==> config.mk <==
export PLATFORM = sky130hd
export DESIGN_NAME = mips_data_path
export DESIGN_NICKNAME = d
export VERILOG_FILES = /design/src/rtl/mips_data_path.sv
export SDC_FILE = /design/constraint.sdc
export NUM_CORES = 2
export LEC_CHECK = 0
export BUFFER_PORTS_ARGS = -buffer_cell sky130_fd_sc_hd__buf_2
export CORE_MARGIN = 2
export CORE_UTILIZATION = 35
export CTS_BUF_LIST = sky130_fd_sc_hd__clkbuf_16
export DETAILED_ROUTE_END_ITERATION = 12
export GPL_TIMING_DRIVEN = 0
export HOLD_SLACK_MARGIN = 0.03
export PLACE_DENSITY_LB_ADDON = 0.08
export SLEW_MARGIN = 10
export SYNTH_ARGS = -nofsm -noshare
export SYNTH_HDL_FRONTEND = slang
export SYNTH_SLANG_ARGS = --single-unit
export TNS_END_PERCENT = 20
==> constraint.sdc <==
create_clock -name clk -period 8.1 [get_ports clk]
set_clock_uncertainty 0.05 [all_clocks]
set_input_delay 1.215 -clock clk [delete_from_list [all_inputs] [get_ports clk]]
set_output_delay 1.215 -clock clk [all_outputs]
set_load 0.005 [all_outputs]
==> src/rtl/mips_data_path.sv <==
// Single-cycle MIPS datapath: PC, 32x32 register file, sign-extend, ALU and
// branch/jump next-PC selection. Control bits come from an external controller.
module mips_data_path #(
   parameter logic [31:0] RESET_PC = 32'h0000_0000
) (
   input  logic        clk,
   input  logic        rst,
   input  logic        RegDst,
   input  logic        MemtoReg,
   input  logic [31:0] Data_in,
   input  logic [25:0] inst_field,
   input  logic [2:0]  ALU_Control,
   input  logic        RegWrite,
   input  logic        Branch,
   input  logic        ALUSrc_B,
   input  logic        Jump,
   output logic [31:0] Data_out,
   output logic [31:0] PC_out,
   output logic [31:0] ALU_out
);

   localparam int unsigned DW   = 32;
   localparam int unsigned AW   = 5;
   localparam int unsigned NREG = 32;

   localparam logic [2:0] ALU_AND = 3'b000;
   localparam logic [2:0] ALU_OR  = 3'b001;
   localparam logic [2:0] ALU_ADD = 3'b010;
   localparam logic [2:0] ALU_XOR = 3'b011;
   localparam logic [2:0] ALU_NOR = 3'b100;
   localparam logic [2:0] ALU_SRL = 3'b101;
   localparam logic [2:0] ALU_SUB = 3'b110;
   localparam logic [2:0] ALU_SLT = 3'b111;

   logic [DW-1:0] pc_q, pc_d;
   logic [DW-1:0] rf_q [NREG];

   logic [AW-1:0] rs, rt, rd, wr_addr;
   logic [15:0]   imm;
   logic [DW-1:0] sext, rs_data, rt_data, alu_b, alu_res, wr_data, pc4;
   logic          zero, wr_en;

   // Field decode and register-file read ports ($0 is hard-wired to zero)
   always_comb begin
      rs      = inst_field[25:21];
      rt      = inst_field[20:16];
      rd      = inst_field[15:11];
      imm     = inst_field[15:0];
      sext    = {{16{imm[15]}}, imm};
      rs_data = (rs == '0) ? '0 : rf_q[rs];
      rt_data = (rt == '0) ? '0 : rf_q[rt];
   end

   // ALU
   always_comb begin
      alu_b   = ALUSrc_B ? sext : rt_data;
      alu_res = '0;
      case (ALU_Control)
         ALU_AND: alu_res = rs_data & alu_b;
         ALU_OR:  alu_res = rs_data | alu_b;
         ALU_ADD: alu_res = rs_data + alu_b;
         ALU_XOR: alu_res = rs_data ^ alu_b;
         ALU_NOR: alu_res = ~(rs_data | alu_b);
         ALU_SRL: alu_res = rs_data >> alu_b[4:0];
         ALU_SUB: alu_res = rs_data - alu_b;
         ALU_SLT: alu_res = DW'(($signed(rs_data) < $signed(alu_b)) ? 1 : 0);
         default: alu_res = '0;
      endcase
      zero = (alu_res == '0);
   end

   // Write-back selection; writes to $0 are dropped here
   always_comb begin
      wr_addr = RegDst ? rd : rt;
      wr_data = MemtoReg ? Data_in : alu_res;
      wr_en   = RegWrite && (wr_addr != '0);
   end

   // Next PC: jump has priority over a taken branch
   always_comb begin
      pc4  = pc_q + DW'(4);
      pc_d = pc4;
      if (Jump) begin
         pc_d = {pc4[31:28], inst_field, 2'b00};
      end else if (Branch && zero) begin
         pc_d = pc4 + {sext[29:0], 2'b00};
      end
   end

   always_ff @(posedge clk) begin
      if (rst) begin
         pc_q <= RESET_PC;
         for (int i = 0; i < NREG; i++) begin
            rf_q[i] <= '0;
         end
      end else begin
         pc_q <= pc_d;
         if (wr_en) begin
            rf_q[wr_addr] <= wr_data;
         end
      end
   end

   assign PC_out   = pc_q;
   assign ALU_out  = alu_res;
   assign Data_out = rt_data;

endmodule

[Word level (Yosys, flattened, before mapping)]
Memory sizes are Yosys's and may differ from the RTL's.
Index checks and enable logic that the tools add are counted.
Word-level totals
  register bits: 32
  bits in latches: 0
  memory bits (writable): 1024
  memory bits (read-only): 0
  memories kept: 1
Memories
  rf_q: depth 32, width 32, rd ports 2, clocked after memory_dff 0, wr ports 32, RTL line 36  | logic [DW-1:0] rf_q [NREG];
Operators by class
  add/subtract/negate cells: 4
  multipliers: 0
  div/mod/pow operators: 0
  magnitude comparators: 1
  equal/unequal tests: 7
  shift operators: 1
  multiplexer cells: 17
  bitwise operators: 4
  reduce and logical (&&, ||, !) cells: 9
Operators with widths (count)
  $pmux W32 S8: 1
  $mux W32: 7
  $add A32 B32 Y32: 2
  $add A32 B3 Y32 const B: 1
  $and A32 B32 Y32: 1
  $logic_not A32 Y1: 1
  $lt A32 B32 Y1: 1
  $not A32 Y32: 1
  $or A32 B32 Y32: 1
  $reduce_or A32 Y1: 1
  $shr A32 B5 Y32: 1
  $sub A32 B32 Y32: 1
  $xor A32 B32 Y32: 1
  $eq A3 B3 Y1 const B: 4
  $logic_not A5 Y1: 2
  $mux W5: 2
  $mux W1: 7
  $eq A3 B2 Y1 const B: 2
  $reduce_bool A5 Y1: 1
  $eq A3 B1 Y1 const B: 1
  $logic_not A3 Y1: 1
  $logic_and A1 B1 Y1: 2
  $reduce_or A2 Y1: 1

[Depth between registers and ports, before layout]
  word-level depth: 10
  mapped depth: 32

[Worst setup path before layout]
No wires, ideal clock.
  path kind: input -> output
  from: input inst_field[17]
  to: output ALU_out[26]
  arrival time: 7.333 ns
  path slack: -0.498 ns
  cell stages on the path: 25
  buffers on the path: 6
  cells stage by stage: buf_2 > buf_2 > buf_2 > clkbuf_1 > clkbuf_1 > clkbuf_1 > mux4_2 > mux4_2 > mux2i_1 > nor2_1 > mux2i_1 > inv_1 > ha_1 > or2_2 > or4_1 > a311oi_1 > o211ai_1 > and4_1 > o41ai_2 > a21oi_1 > nor3_1 > nand3b_1 > a31oi_1 > o32ai_1 > inv_1
Between the ends
  elaborated cells on any way between the ends: 12
RTL lines
  start, declared: RTL line 11  | input logic [25:0] inst_field,
  $mem_v2 Z32 W32 or $logic_not A5 Y1 (tied branches)
  $mux W32 (*): RTL line 51  | rt_data = (rt == '0) ? '0 : rf_q[rt];
  net Data_out[6]: RTL line 17  | output logic [31:0] Data_out,
  $mux W32 (*): RTL line 56  | alu_b = ALUSrc_B ? sext : rt_data;
  $sub A32 B32 Y32 or $add A32 B32 Y32 (tied branches): RTL line 65, 61
  $pmux W32 S8 (*): RTL line 58  | case (ALU_Control)
  end, declared: RTL line 19  | output logic [31:0] ALU_out
The timed path passes the listed nets; every way through them passes the cells marked *.

[Worst setup path after layout]
  from: input inst_field[23]
  to: output ALU_out[30]
Between the ends
  cells in the longest elaborated chain, start to end: 5
  elaborated cells on any way between the ends: 11
Ends and longest elaborated chain
  $mem_v2 Z32 W32 or $logic_not A5 Y1 (tied branches)
  $mux W32 (*): RTL line 50  | rs_data = (rs == '0) ? '0 : rf_q[rs];
  parallel branches: the longest is 2 deep, another holds $sub A32 B32 Y32
  $pmux W32 S8 (*): RTL line 58
Every way passes the cells marked *.

==> impl_metrics.py <==
metrics = {
    "critical_path": {
        "r2r_end": "PC_out[25]",
        "ff2ff_setup_slack_ns": 0.37,
        "end_kind": "output pin",
        "crit_end": "ALU_out[30]",
        "start_kind": "primary input",
        "required_ns": 6.84,
        "r2r_start": "rf_q[15][2]",
        "cp_max_fo": 10,
        "crit_start": "inst_field[23]",
        "crit_type": "in -> out",
        "critical_path_arrival_ns": 7.46,
        "reg2reg_depth": 31,
    },
    "yosys": {
        "yosys.area_share.adder": 0.0264,
        "yosysSeqAreaShare": 0.495,
        "synth_xor_area_frac": 0.00995,
        "syn_avg_cell_area_um2": 12.3,
        "yosysWarnings": 0,
        "synthSimpleGateAreaFrac": 0.117,
        "synth_mux_area_frac": 0.233,
        "synth-async-reset-ratio": 0,
        "synth_compound_area_frac": 0.0782,
        "synth_area_leader_cell": "edfxtp_1",
        "syn_area_mm2": 0.0634,
        "synth_edf_count": 1024,
        "synth_ff_type": "edfxtp_1",
        "synth_seq_cells": 1054,
        "yosys.cell_types.count": 102,
        "synth_area_leaders": "edfxtp_1, mux4_2, nor2_1",
        "synth_top_area_share": 0.485,
        "synth_top_family_by_area": "multiplexers",
        "synthCells": 5141,
    },
    "finish": {
        "syn2layout_area_growth_pct": 21.2,
        "layout_common_cells": "nor2_1, edfxtp_1, mux4_2",
        "final_common_cell": "nor2_1",
        "fillers": 17000,
        "fin_nets": 5862,
        "drive_gt1_frac": 0.286,
        "final_cells": 8139,
    },
    "timing": {
        "setup_viol": 48,
        "slew_headroom": 0.0695,
        "rsz0062_at_grt": "true",
        "min_period_over_period": 1.08,
        "fmax_mhz": 115,
        "min_period_ns": 8.73,
        "worstMarginPinSlew_ns": 1.39,
        "timing_hold_violations_final": 0,
        "slew_viol_final": 0,
        "fin_ws_ns": -0.626,
    },
    "detailed_routing": {
        "wl_per_cell_um": 40.3,
        "drc": 0,
        "antenna_left": 0,
        "routed_wl_mm": 328,
        "vias": 51300,
        "viasPerCell": 6.30,
        "drt_iter0_markers": 7053,
        "first_pass_iters": 5,
    },
    "status": {
        "violations": "setup timing",
        "outcome": "complete, but fails checks",
    },
    "clock_network": {
        "cts_buffer_depth": 3,
        "htree_levels": 3,
        "cts-root-buf": "clkbuf_16",
        "cts_buffers": 120,
        "clock_latency_ns": 0.80,
        "tritoncts": "yes",
        "cts.sinks": 1054,
        "clk_pin_slew_ns": 0.06,
    },
    "floorplan": {
        "dieArea_mm2": 0.185,
        "fp-row-count": 156,
        "start_util": 0.352,
        "die_w_um": 430,
        "core_mm2": 0.180,
        "ios": 165,
        "dieHeight_um": 430,
    },
    "power_and_ir_drop": {
        "leakage_nw": 28.3,
        "power_density_mw_per_mm2": 213,
        "ir_drop_mv": 0.164,
    },
    "placed_design": {
        "portBuffers": 154,
        "dp_hpwl_mm": 242,
        "dp_cells": 7736,
        "pre_cts_ws_ns": -5.54,
        "place.gp.congestion": 0.976,
    },
    "global_route": {
        "grtUsageTotal": 0.347,
        "antenna_found_initial": 10,
        "grt_pass1_wl_mm": 434,
        "grt-ovfl-total": 0,
        "grt_max_degree": 26,
        "grt_pass1_vias": 49400,
    },
    "worst_hold_path": {
        "min-delay-path-class": "reg -> reg",
    },
    "run": {
        "cap_violations": 0,
    },
}
## cells by family after synthesis
logic type / count (synthesis)
and+or+nand+nor: 1762
DFF: 1054
muxes: 822
AOI/OAI and AO/OA: 693
buffers and inverters: 605
adders and majority gates: 132
xor gates and xnor gates: 72
other: 1
## worst min path at each step
stage / from / to / slack, ns / cells past startpoint
2_1_floorplan: PC_out[31] / PC_out[31] / 0.53 / 3
5_1_grt: PC_out[31] / PC_out[31] / 0.57 / 3
6_report: PC_out[31] / PC_out[31] / 0.54 / 3
4_1_cts: PC_out[31] / PC_out[31] / 0.54 / 3
3_3_place_gp: PC_out[31] / PC_out[31] / 0.54 / 3
3_5_place_dp: PC_out[31] / PC_out[31] / 0.53 / 3
## per-layer routing
layer  vias to the layer above  wire length, um  track usage
met4                         6            21200        0.195
met2                      3251           145000        0.527
met5                         -               35            0
li1                      20600                -            -
met1                     26800           126000        0.450
met3                       622            35000       0.0888
## state kept, by name, summed over array words and instances, names as in the netlist
| register | flops |
|---|---|
| rf_q | 1024 |
| PC_out | 30 |
## power breakdown
part	leakage, nW	internal, W	switching [W]
clock	1.99	0.00318	0.00249
combinational	15.5	0.00154	0.00283
sequential	10.8	0.00619	0.000124
total	28.3	0.0109	0.00545
## layout make-up
cell class                 instances  area (um2)  area share
multi-input combinational       3515       31200       0.405
inverter                         142         547     0.00712
tap                             2370        2970      0.0386
clock inverter                   104         922      0.0120
antenna                            5        12.5    0.000163
sequential                      1054       31400       0.408
buffer                           452        3690      0.0480
timing repair buffer             376        3170      0.0412
clock buffer                     121        3030      0.0394
## synth_stat cells, types with 27 or more instances
library cell     n
nor3_1          51
edfxtp_1      1024
a31oi_1         28
mux2_2          41
o22ai_1         58
a211oi_1        29
mux4_2         513
xnor2_1         56
nor2_1        1213
nand3_1         54
buf_1           53
dfxtp_1         30
ha_1           129
buf_2           62
o21a_1          32
o211ai_1        30
a22oi_1         32
o221ai_1        33
nand2_1        223
a21o_1          27
clkbuf_1       306
or2_2           32
inv_1          131
a21oi_1        131
mux2i_1        261
o21ai_0         74
## worst max-delay path: stages
cell and delay (ns):
buf_2 0.23, buf_12 0.23, buf_8 0.24, buf_6 0.26
buf_8 0.24, clkbuf_16 0.25, mux4_2 0.32, mux2i_1 0.43
a22oi_1 0.16, nand3_2 0.22, inv_1 0.10, ha_2 0.23
or2_2 0.33, or4_4 0.51, a311oi_4 0.22, buf_6 0.16
o211ai_1 0.17, and4_4 0.28, buf_6 0.11, o311ai_4 0.29
a32oi_2 0.18, a21oi_2 0.19, mux2i_1 0.22, o211ai_1 0.13
o22ai_2 0.23, inv_1 0.07, buf_2 0.13
## stage by stage
step | hold slack [ns] | TNS, ns | cell area (um2) | total power, W | utilization
floorplan | 0.527 | 0 | 63500 | 0.00846 | -
global placement | 0.538 | -5429.96 | 67300 | 0.0101 | 0.373
detailed placement | 0.526 | -3545.36 | 68200 | 0.0101 | 0.378
CTS | 0.542 | -8.94 | 75800 | 0.0161 | 0.420
global route | 0.565 | -8.75 | 76800 | 0.0167 | 0.426
finish | 0.536 | -7.29 | 76800 | 0.0164 | 0.426
## what timing repair did
item / 4_1_cts / 5_1_grt
setup buffers: 127 / 53
hold buffers: 0 / 0
gates resized for setup: 666 / 117
pin swaps: 61 / 61
setup endpoints to repair: 1054 / 412
gates cloned: 2 / 2
(Power assumes the default switching activity.)
